File: src/rtl/uart_tx_arbiter_if.sv
// Requester and UART_TX handshake bundle for the round-robin UART_TX arbiter.
// The arbiter connects through the slave modport; requesters and the UART side connect through master.
interface uart_tx_arbiter_if #(
  parameter int N = 4
);
  logic [N-1:0]   Req;
  logic [8*N-1:0] Req_Data;
  logic [N-1:0]   Lock;
  logic [N-1:0]   Ack;
  logic [N-1:0]   Err;
  logic [N-1:0]   Grant;
  logic [7:0]     TX_Data_In;
  logic           TX_Data_Ready;
  logic           TX_Data_Send;
  logic           TX_UBusy;
  logic           Busy;

  modport master (
    output Req, Req_Data, Lock, TX_UBusy,
    input  Ack, Err, Grant, TX_Data_In, TX_Data_Ready, TX_Data_Send, Busy
  );

  modport slave (
    input  Req, Req_Data, Lock, TX_UBusy,
    output Ack, Err, Grant, TX_Data_In, TX_Data_Ready, TX_Data_Send, Busy
  );
endinterface

File: src/rtl/uart_tx_arbiter.sv
// Round-robin arbiter sharing one UART_TX among N byte requesters, with lock
// bursts, per-byte acknowledge and a start-of-transmission timeout.
module uart_tx_arbiter #(
  parameter int N       = 4,
  parameter int TIMEOUT = 16,
  parameter int TW      = 5
) (
  input logic               Clk,
  input logic               RST,
  uart_tx_arbiter_if.slave  bus
);

  localparam int IW = (N > 1) ? $clog2(N) : 1;

  typedef enum logic [2:0] {IDLE, ARB, LOAD, SEND, WAIT_LO} state_t;

  state_t        state;
  logic [IW-1:0] ptr;
  logic [IW-1:0] owner;
  logic [IW-1:0] win_idx;
  logic [IW-1:0] next_idx;
  logic          win_found;
  logic          lock_flag;
  logic [TW-1:0] tcnt;
  logic [N-1:0]  grant;
  logic [N-1:0]  ack;
  logic [N-1:0]  err;
  logic [7:0]    data_in;
  logic          data_ready;
  logic          data_send;
  logic          busy;

  // A locked owner that still requests keeps the channel; otherwise scan from ptr.
  always_comb begin
    // NOTE: every output of this block gets a default first, so no latch is inferred.
    win_found = 1'b0;
    win_idx   = '0;
    if (lock_flag && bus.Req[owner]) begin
      win_found = 1'b1;
      win_idx   = owner;
    end else begin
      for (int k = 0; k < N; k++) begin
        if (!win_found && bus.Req[(int'(ptr) + k) % N]) begin
          win_found = 1'b1;
          win_idx   = IW'((int'(ptr) + k) % N);
        end
      end
    end
  end

  assign next_idx = (owner == IW'(N - 1)) ? '0 : owner + 1'b1;

  // NOTE: sequential state uses non-blocking assignments only.
  always_ff @(posedge Clk or negedge RST) begin
    if (!RST) begin
      state      <= IDLE;
      ptr        <= '0;
      owner      <= '0;
      lock_flag  <= 1'b0;
      tcnt       <= '0;
      grant      <= '0;
      ack        <= '0;
      err        <= '0;
      data_in    <= '0;
      data_ready <= 1'b0;
      data_send  <= 1'b0;
      busy       <= 1'b0;
    end else begin
      ack <= '0;
      err <= '0;
      case (state)
        IDLE: begin
          if (|bus.Req) begin
            state <= ARB;
            busy  <= 1'b1;
          end
        end
        ARB: begin
          if (win_found) begin
            owner      <= win_idx;
            grant      <= N'(1) << win_idx;
            data_in    <= bus.Req_Data[8*win_idx +: 8];
            data_ready <= 1'b1;
            state      <= LOAD;
          end else begin
            grant <= '0;
            busy  <= 1'b0;
            state <= IDLE;
          end
        end
        LOAD: begin
          data_ready <= 1'b0;
          data_send  <= 1'b1;
          tcnt       <= '0;
          state      <= SEND;
        end
        SEND: begin
          if (bus.TX_UBusy) begin
            data_send <= 1'b0;
            state     <= WAIT_LO;
          end else if (tcnt == TW'(TIMEOUT - 1)) begin
            // The transmitter never started: drop the byte and release the channel.
            data_send <= 1'b0;
            err       <= grant;
            grant     <= '0;
            lock_flag <= 1'b0;
            ptr       <= next_idx;
            busy      <= 1'b0;
            state     <= IDLE;
          end else begin
            tcnt <= tcnt + 1'b1;
          end
        end
        WAIT_LO: begin
          if (!bus.TX_UBusy) begin
            ack       <= grant;
            grant     <= '0;
            ptr       <= next_idx;
            lock_flag <= bus.Lock[owner];
            busy      <= |bus.Req;
            state     <= (|bus.Req) ? ARB : IDLE;
          end
        end
        default: state <= IDLE;
      endcase
    end
  end

  assign bus.Ack           = ack;
  assign bus.Err           = err;
  assign bus.Grant         = grant;
  assign bus.TX_Data_In    = data_in;
  assign bus.TX_Data_Ready = data_ready;
  assign bus.TX_Data_Send  = data_send;
  assign bus.Busy          = busy;

endmodule

File: src/flat_wrapper.sv
// flat-port wrapper written by rule: the top's interface ports become plain ports
module uart_tx_arbiter_flat 
#(
  parameter int N       = 4,
  parameter int TIMEOUT = 16,
  parameter int TW      = 5
)
  (Clk, RST, bus_Req, bus_Req_Data, bus_Lock, bus_TX_UBusy, bus_Ack, bus_Err, bus_Grant, bus_TX_Data_In, bus_TX_Data_Ready, bus_TX_Data_Send, bus_Busy);
  uart_tx_arbiter_if #(.N(N)) bus_i ();
  input logic Clk;
  input logic RST;
  input wire logic [$bits(bus_i.Req)-1:0] bus_Req;
  input wire logic [$bits(bus_i.Req_Data)-1:0] bus_Req_Data;
  input wire logic [$bits(bus_i.Lock)-1:0] bus_Lock;
  input wire logic [$bits(bus_i.TX_UBusy)-1:0] bus_TX_UBusy;
  output wire logic [$bits(bus_i.Ack)-1:0] bus_Ack;
  output wire logic [$bits(bus_i.Err)-1:0] bus_Err;
  output wire logic [$bits(bus_i.Grant)-1:0] bus_Grant;
  output wire logic [$bits(bus_i.TX_Data_In)-1:0] bus_TX_Data_In;
  output wire logic [$bits(bus_i.TX_Data_Ready)-1:0] bus_TX_Data_Ready;
  output wire logic [$bits(bus_i.TX_Data_Send)-1:0] bus_TX_Data_Send;
  output wire logic [$bits(bus_i.Busy)-1:0] bus_Busy;
  assign bus_i.Req = bus_Req;
  assign bus_i.Req_Data = bus_Req_Data;
  assign bus_i.Lock = bus_Lock;
  assign bus_i.TX_UBusy = bus_TX_UBusy;
  assign bus_Ack = bus_i.Ack;
  assign bus_Err = bus_i.Err;
  assign bus_Grant = bus_i.Grant;
  assign bus_TX_Data_In = bus_i.TX_Data_In;
  assign bus_TX_Data_Ready = bus_i.TX_Data_Ready;
  assign bus_TX_Data_Send = bus_i.TX_Data_Send;
  assign bus_Busy = bus_i.Busy;
  uart_tx_arbiter #(.N(N), .TIMEOUT(TIMEOUT), .TW(TW)) u_core (.Clk(Clk), .RST(RST), .bus(bus_i));
endmodule
File: config.mk
export PLATFORM = sky130hd
export DESIGN_NAME = uart_tx_arbiter_flat
export DESIGN_NICKNAME = d
export VERILOG_FILES = /design/src/rtl/uart_tx_arbiter_if.sv /design/src/rtl/uart_tx_arbiter.sv /design/src/flat_wrapper.sv
export SDC_FILE = /design/constraint.sdc
export NUM_CORES = 1
export LEC_CHECK = 0
export CORE_MARGIN = 2
export CORE_UTILIZATION = 40
export DETAILED_ROUTE_END_ITERATION = 8
export PLACE_DENSITY_LB_ADDON = 0.05
export SLEW_MARGIN = 15
export SYNTH_ARGS = -nofsm -noshare
export SYNTH_HDL_FRONTEND = slang
export SYNTH_SLANG_ARGS = --single-unit
File: constraint.sdc
create_clock -name Clk -period 2.15 [get_ports Clk]
set_input_delay 0.3225 -clock Clk [delete_from_list [all_inputs] [get_ports Clk]]
set_output_delay 0.3225 -clock Clk [all_outputs]
set_load 0.02 [all_outputs]
==> results of run 1 <==
==> worst register-to-register path, stage by stage (launching register included) <==
cell,delay (ns)
sky130_fd_sc_hd__dfrtp_1,0.42
sky130_fd_sc_hd__ha_1,0.22
sky130_fd_sc_hd__and3_1,0.19
sky130_fd_sc_hd__ha_1,0.20
sky130_fd_sc_hd__or2_2,0.29
sky130_fd_sc_hd__or4_1,0.46
sky130_fd_sc_hd__nand2_1,0.08
sky130_fd_sc_hd__a22o_1,0.11
==> area by class of cell <==
cell class / instances / area (um2) / share of cell area [%]
Inverter: 10 / 37.5 / 1.22
Clock inverter: 3 / 18.8 / 0.612
Tap cell: 70 / 87.6 / 2.86
Sequential cell: 36 / 902 / 29.4
Multi-Input combinational cell: 144 / 1110 / 36.4
Timing Repair Buffer: 85 / 836 / 27.3
Clock buffer: 5 / 68.8 / 2.24
==> synth_stat cells (2+ instances only) <==
cell,number
sky130_fd_sc_hd__a21oi_1,7
sky130_fd_sc_hd__a22o_1,6
sky130_fd_sc_hd__and2_1,9
sky130_fd_sc_hd__buf_2,5
sky130_fd_sc_hd__buf_6,2
sky130_fd_sc_hd__clkbuf_1,5
sky130_fd_sc_hd__dfrtp_1,36
sky130_fd_sc_hd__ha_1,3
sky130_fd_sc_hd__inv_1,10
sky130_fd_sc_hd__mux2_1,2
sky130_fd_sc_hd__mux2i_1,19
sky130_fd_sc_hd__mux4_2,2
sky130_fd_sc_hd__nand2_1,12
sky130_fd_sc_hd__nand2b_1,6
sky130_fd_sc_hd__nand3_1,2
sky130_fd_sc_hd__nand3b_1,2
sky130_fd_sc_hd__nor2_1,11
sky130_fd_sc_hd__o21ai_0,14
sky130_fd_sc_hd__o21ai_1,8
sky130_fd_sc_hd__o21ai_2,2
sky130_fd_sc_hd__o221ai_2,8
sky130_fd_sc_hd__o311ai_1,2
sky130_fd_sc_hd__or2_2,3
sky130_fd_sc_hd__or3b_1,2
==> routing by layer <==
layer / track usage, % / share of wire [%]
met1: 23.7 / 45
met3: 4.59 / 4.9
met5: 0 / 0
met4: 6.55 / 1.3
met2: 29.0 / 49
==> path summary, 6_finish.rpt <==
path                            slack (ns)  cells past startpoint                       end               startpoint
min in group Clk                      0.52                      2   u_core.bus.TX_Data_Send  u_core.bus.TX_Data_Send
worst min register to register        0.52                      2   u_core.bus.TX_Data_Send  u_core.bus.TX_Data_Send
worst max-delay path                  0.06                      7  u_core.bus.TX_Data_In[0]               bus_Req[1]
worst max register to register        0.13                      7            u_core.tcnt[3]           u_core.tcnt[1]
max in group asynchronous             1.44                      1             u_core.ptr[1]                      RST
worst min-delay path                  0.12                      1           u_core.state[2]                      RST
==> flip-flops by register name (all words and copies together) (netlist names), 2 cells and up <==
name and flops:
u_core.owner 2, u_core.ptr 2, u_core.bus.Err 4, u_core.tcnt 5, u_core.bus.Ack 4, u_core.bus.Grant 4
u_core.bus.TX_Data_In 8, u_core.state 3
==> where the power goes <==
group / internal (mW) / total [mW] / switching, mW
sequential: 0.931 / 1.18 / 0.245
combinational: 1.12 / 2.17 / 1.05
clock: 0.226 / 0.489 / 0.263
total: 2.27 / 3.83 / 1.56
==> per-stage QoR <==
step	total power, mW	area (um2)
global route	4.15	3070
CTS	3.88	3060
finish	3.83	3070
global placement	3.37	2970
floorplan	2.58	2120
detailed placement	3.39	2970
==> cells by family after synthesis <==
| logic type | count (synthesis) |
|---|---|
| AOI/OAI and AO/OA | 61 |
| adders and majority gates | 3 |
| buffers and inverters | 23 |
| DFF | 36 |
| muxes | 24 |
| and+or+nand+nor | 56 |
==> timing repair <==
item                                   CTS  global route
gates resized for setup                  0             2
endpoints found under the hold margin    0             0
setup endpoints to repair                0             8
==> impl_metrics.tcl, run 1 <==
set metrics [dict create \
    outcome "finished, final reports clean" \
    maxCapViolCount 0 \
    final-max-slew-violation-count 0 \
    fin_nets 328 \
    gp_congestion 0.778 \
    timing.critical_path.cells "clkdlybuf4s50_1 -> a21bo_2 -> a222oi_1 -> mux2i_2 -> buf_12 -> mux2i_1 -> o221ai_2" \
    mostFrequentLayoutCell "sky130_fd_sc_hd__clkdlybuf4s50_1" \
    synth_largest_area_cell "sky130_fd_sc_hd__dfrtp_1" \
    synth_seq_area_share_pct 42.4 \
    cts.path.max_buffers 2 \
    relative_slew_margins_pct 44.8 \
    worst_setup_hold_path_clk_slew_ns 0.08 \
    post_synth_inst_count 203 \
    clock_latency_on_the_worst_skew_pair_ns 0.30 \
    diodes 0 \
    via_per_inst 5.14 \
    final_core_util_pct 60.0 \
    cp-start-kind "primary input" \
    grt_first_pass_wirelength_mm 8.52 \
    num_vias 1813 \
    leak_pwr_nw 1.35 \
    synth.cell_area_um2 2120 \
    skew_ns 0.0142 \
    numPortBuffers 65 \
    ctsHtreeMaxLevel 2 \
    worst_hold_path_type "in2async" \
    syn-mean-instance-area_um2 10.5 \
    critical_path.max_stage_delay_ns 0.59 \
    synth_top_area_share_pct 42.4 \
    overall_global_routing_usage_pct 18.1 \
    critical_path.top_delay_family "buffers and inverters" \
    grt_max_degree 37 \
    ys_async_sr_fraction_pct 100 \
    most_used_cells_in_the_layout_excluding_fill_and_tap_cells "63 x sky130_fd_sc_hd__clkdlybuf4s50_1, 35 x sky130_fd_sc_hd__dfrtp_1, 18 x sky130_fd_sc_hd__mux2i_1" \
    grt_pass1_vias 1786 \
    cts_sinks 36 \
    cell_with_the_largest_stage_delay_on_the_worst_path "sky130_fd_sc_hd__clkdlybuf4s50_1" \
    drt.antenna.violating_nets 0 \
    timing.critical_path.fanout_max 17 \
    min_period_ns 2.09 \
    initial_utilization_pct 41.6 \
    placed_cell_count 345 \
    rows 26 \
    final_clock_period_utilization_by_the_worst_path_pct 97.1 \
    worst-path-buf-inv 2 \
    fin_cells 353 \
    report.final.setup_viol 0 \
    count_of_tritonroute_iterations_in_the_first_routing_pass 4 \
    detailedPlace.worstSlack_ns -0.270 \
    ys.warnings.count 0 \
    timing.critical_path.arrival_ns 2.26 \
    cts_buffers 5 \
    antenna_found_initial 0 \
    ioPinCount 66 \
    fp.dieArea_um2 5910 \
    route.detailed.wl_per_inst_um 13.7 \
    die_height_um 76.9 \
    worst_setup_path_end_kind "flip-flop" \
    placeableCoreArea_um2 5110 \
    critPathKind "in2reg" \
    synth.distinct_cells 49 \
    holdBufCountCts 0 \
    max-vdd-ir-drop_v 0.000704 \
    worst_pin_slew_ns 0.828 \
    synthMuxAreaShare_pct 12.8 \
    p_per_area_nw_per_um2 1250 \
    synth_flop_cell "sky130_fd_sc_hd__dfrtp_1" \
    layout.filler_cells 461 \
    unrepaired_setup_endpoints_after_global_routing "false" \
    layout-drive-gt1-share_pct 18.7 \
    dominant_combinational_cell_family_by_area_after_synthesis "compound AO/OA/AOI/OAI gates" \
    hold_viol 0 \
    fmax_mhz 479 \
    hold_ws_ns 0.117 \
    drc 0 \
    tns_ns 0 \
    detailedRoute.firstIterationViolations 66 \
    post_synth_edffs 0 \
    yosys_register_bits 36 \
    synth_fa_ha_area_share_pct 1.77 \
    required_ns 2.32 \
    cts_setup_buffers 0 \
    die_x_um 76.9 \
    clock-root-buffer "sky130_fd_sc_hd__clkbuf_8" \
    layout-area-overhead-vs-synth_pct 44.4 \
    synth_xor_xnor_area_share_pct 0 \
    synth_simple_gate_area_share_pct 14.8 \
    synth_area_leaders "sky130_fd_sc_hd__dfrtp_1 42%, sky130_fd_sc_hd__mux2i_1 9.0%, sky130_fd_sc_hd__o221ai_2 5.7%, sky130_fd_sc_hd__o21ai_0 3.3%, sky130_fd_sc_hd__and2_1 2.7%" \
    post_synthesis_compound_gate_area_fraction_pct 22.9 \
    final.setup.worst_slack_ns 0.0620 \
    tritoncts_clock_tree "built" \
    grt.overflow.total 0 \
    totalWireLength_mm 4.85 \
    synth_nets 249 \
    detailed_place_hpwl_mm 3.68 \
]
Power figures use the tool's default switching activity.
==> run 2, diff against run 1 <==
- TNS_END_PERCENT: not set -> 50
- clock period: 2.15 -> 2.19 ns (I/O delays scaled with it)
==> impl_metrics.tcl, run 2 (synthesis gave the netlist of run 1 again) <==
set metrics [dict create \
    mostFrequentLayoutCell "sky130_fd_sc_hd__clkdlybuf4s50_1" \
    layout.filler_cells 453 \
    cts_sinks 36 \
    layout-drive-gt1-share_pct 19.6 \
    final-max-slew-violation-count 0 \
    tritoncts_clock_tree "built" \
    totalWireLength_mm 4.86 \
    critPathKind "in2reg" \
    outcome "finished, final reports clean" \
    fin_nets 330 \
    maxCapViolCount 0 \
    rows 26 \
    detailed_place_hpwl_mm 3.67 \
    clock-root-buffer "sky130_fd_sc_hd__clkbuf_8" \
    report.final.setup_viol 0 \
    detailedPlace.worstSlack_ns -0.217 \
    worst_pin_slew_ns 0.804 \
    detailedRoute.firstIterationViolations 72 \
    unrepaired_setup_endpoints_after_global_routing "false" \
    timing.critical_path.arrival_ns 2.28 \
    timing.critical_path.fanout_max 10 \
    overall_global_routing_usage_pct 17.5 \
    route.detailed.wl_per_inst_um 13.7 \
    cts.path.max_buffers 2 \
    count_of_tritonroute_iterations_in_the_first_routing_pass 4 \
    skew_ns 0.00446 \
    gp_congestion 0.826 \
    drt.antenna.violating_nets 0 \
    worst_setup_path_end_kind "flip-flop" \
    source_of_the_critical_timing_path "bus_Req[2]" \
    drc 0 \
    diodes 0 \
    grt_first_pass_wirelength_mm 8.41 \
    timing.critical_path.to "u_core.bus.TX_Data_In[1]" \
    cts_setup_buffers 0 \
    cts_resized 0 \
    numPortBuffers 65 \
    initial_utilization_pct 41.6 \
    final-seq-area_um2 903 \
    fp.dieArea_um2 5910 \
    leak_pwr_nw 1.36 \
    worst_r2r_endpoint "u_core.tcnt[3]" \
    antenna_found_initial 0 \
    num_vias 1809 \
    placeableCoreArea_um2 5110 \
    ctsHtreeMaxLevel 2 \
    holdBufCountCts 0 \
    crit-reg2reg-launch "u_core.tcnt[0]" \
    final_clock_period_utilization_by_the_worst_path_pct 94.7 \
    clock_latency_on_the_worst_skew_pair_ns 0.29 \
    final.setup.worst_slack_ns 0.115 \
    p_per_area_nw_per_um2 1250 \
    required_ns 2.40 \
    relative_slew_margins_pct 46.4 \
    via_per_inst 5.10 \
    final_core_util_pct 60.8 \
    min_period_ns 2.07 \
    largest_reg_flops 8 \
    worst_hold_path_type "in2async" \
    layout-area-overhead-vs-synth_pct 46.1 \
    reg2reg_setup_slack_ns 0.13 \
    fmax_mhz 482 \
    max-vdd-ir-drop_v 0.000875 \
    timing.critical_path.cells "clkdlybuf4s50_1 -> inv_1 -> mux4_2 -> o211a_2 -> a211o_1 -> buf_12 -> o221ai_2" \
    hold_viol 0 \
    critical_path.max_stage_delay_ns 0.59 \
    ioPinCount 66 \
    grt_max_degree 37 \
    tns_ns 0 \
    most_used_cells_in_the_layout_excluding_fill_and_tap_cells "64 x sky130_fd_sc_hd__clkdlybuf4s50_1, 34 x sky130_fd_sc_hd__dfrtp_1, 19 x sky130_fd_sc_hd__buf_4" \
    grt.overflow.total 0 \
    cell_with_the_largest_stage_delay_on_the_worst_path "sky130_fd_sc_hd__clkdlybuf4s50_1" \
    cp-start-kind "primary input" \
    die_height_um 76.9 \
    multi_input_gate_area_in_the_final_layout_um2 1110 \
    r2r_cells 7 \
    die_x_um 76.9 \
    grt_pass1_vias 1795 \
    cts_buffers 5 \
    worst_setup_hold_path_clk_slew_ns 0.07 \
]
run 2: changes by cell type in the layout (fill, tap and decap cells not counted):
cell	before	now
sky130_fd_sc_hd__bufinv_16	0	1
sky130_fd_sc_hd__clkinv_4	1	0
sky130_fd_sc_hd__dfrtp_2	1	2
sky130_fd_sc_hd__clkinvlp_4	0	1
sky130_fd_sc_hd__dlymetal6s2s_1	1	0
sky130_fd_sc_hd__clkinv_2	2	1
sky130_fd_sc_hd__buf_4	17	19
sky130_fd_sc_hd__dfrtp_1	35	34
sky130_fd_sc_hd__clkdlybuf4s50_1	63	64
run 2: stage by stage:
stage	std cells	power [mW]	hold WS [ns]	cell area, um2
3_5_place_dp	347	3.34	0.467	2990
2_1_floorplan	203	2.53	0.0329	2120
3_3_place_gp	347	3.31	0.467	2990
4_1_cts	355	3.93	0.145	3100
5_1_grt	355	4.17	0.192	3100
6_report	355	3.88	0.124	3100
run 2: worst min-delay path by stage:
stage / start / to / slack [ns] / depth (start not counted)
3_5_place_dp: RST / u_core.tcnt[2] / 0.47 / 1
4_1_cts: RST / u_core.tcnt[1] / 0.15 / 1
2_1_floorplan: RST / u_core.bus.Ack[0] / 0.03 / 0
5_1_grt: RST / u_core.tcnt[1] / 0.19 / 1
3_3_place_gp: RST / u_core.tcnt[2] / 0.47 / 1
6_report: RST / u_core.ptr[0] / 0.12 / 1
run 2: worst max-delay path, delay by kind of cell:
kind / cells / cell delay, ns
buf+inv: 3 / 0.84
mux: 1 / 0.51
compound gates: 3 / 0.61
run 2: layer usage:
layer	wire [um]	part of all wire, %	track usage (%)
met1	2250	46	23.1
met2	2330	48	28.2
met3	216	4.4	4.71
met4	66	1.4	4.91
met5	0	0	0
run 2: where the power goes:
| group | internal [mW] | switching, mW | total [mW] |
|---|---|---|---|
| Combinational | 1.10 | 1.02 | 2.13 |
| Clock | 0.337 | 0.245 | 0.582 |
| Sequential | 0.916 | 0.260 | 1.18 |
run 2: cell type report:
cell class,count,area share (%)
Tap cell,70,2.82
Clock buffer,5,2.22
Sequential cell,36,29.1
Inverter,10,1.21
Multi-Input combinational cell,144,35.9
Clock inverter,3,1.37
Timing Repair Buffer,87,27.3
==> run 3, diff against run 2 <==
- CTS_CLUSTER_SIZE: not set -> 30
==> results of run 3 <==
Final layout, timing and power as in run 2 (identical DEF).
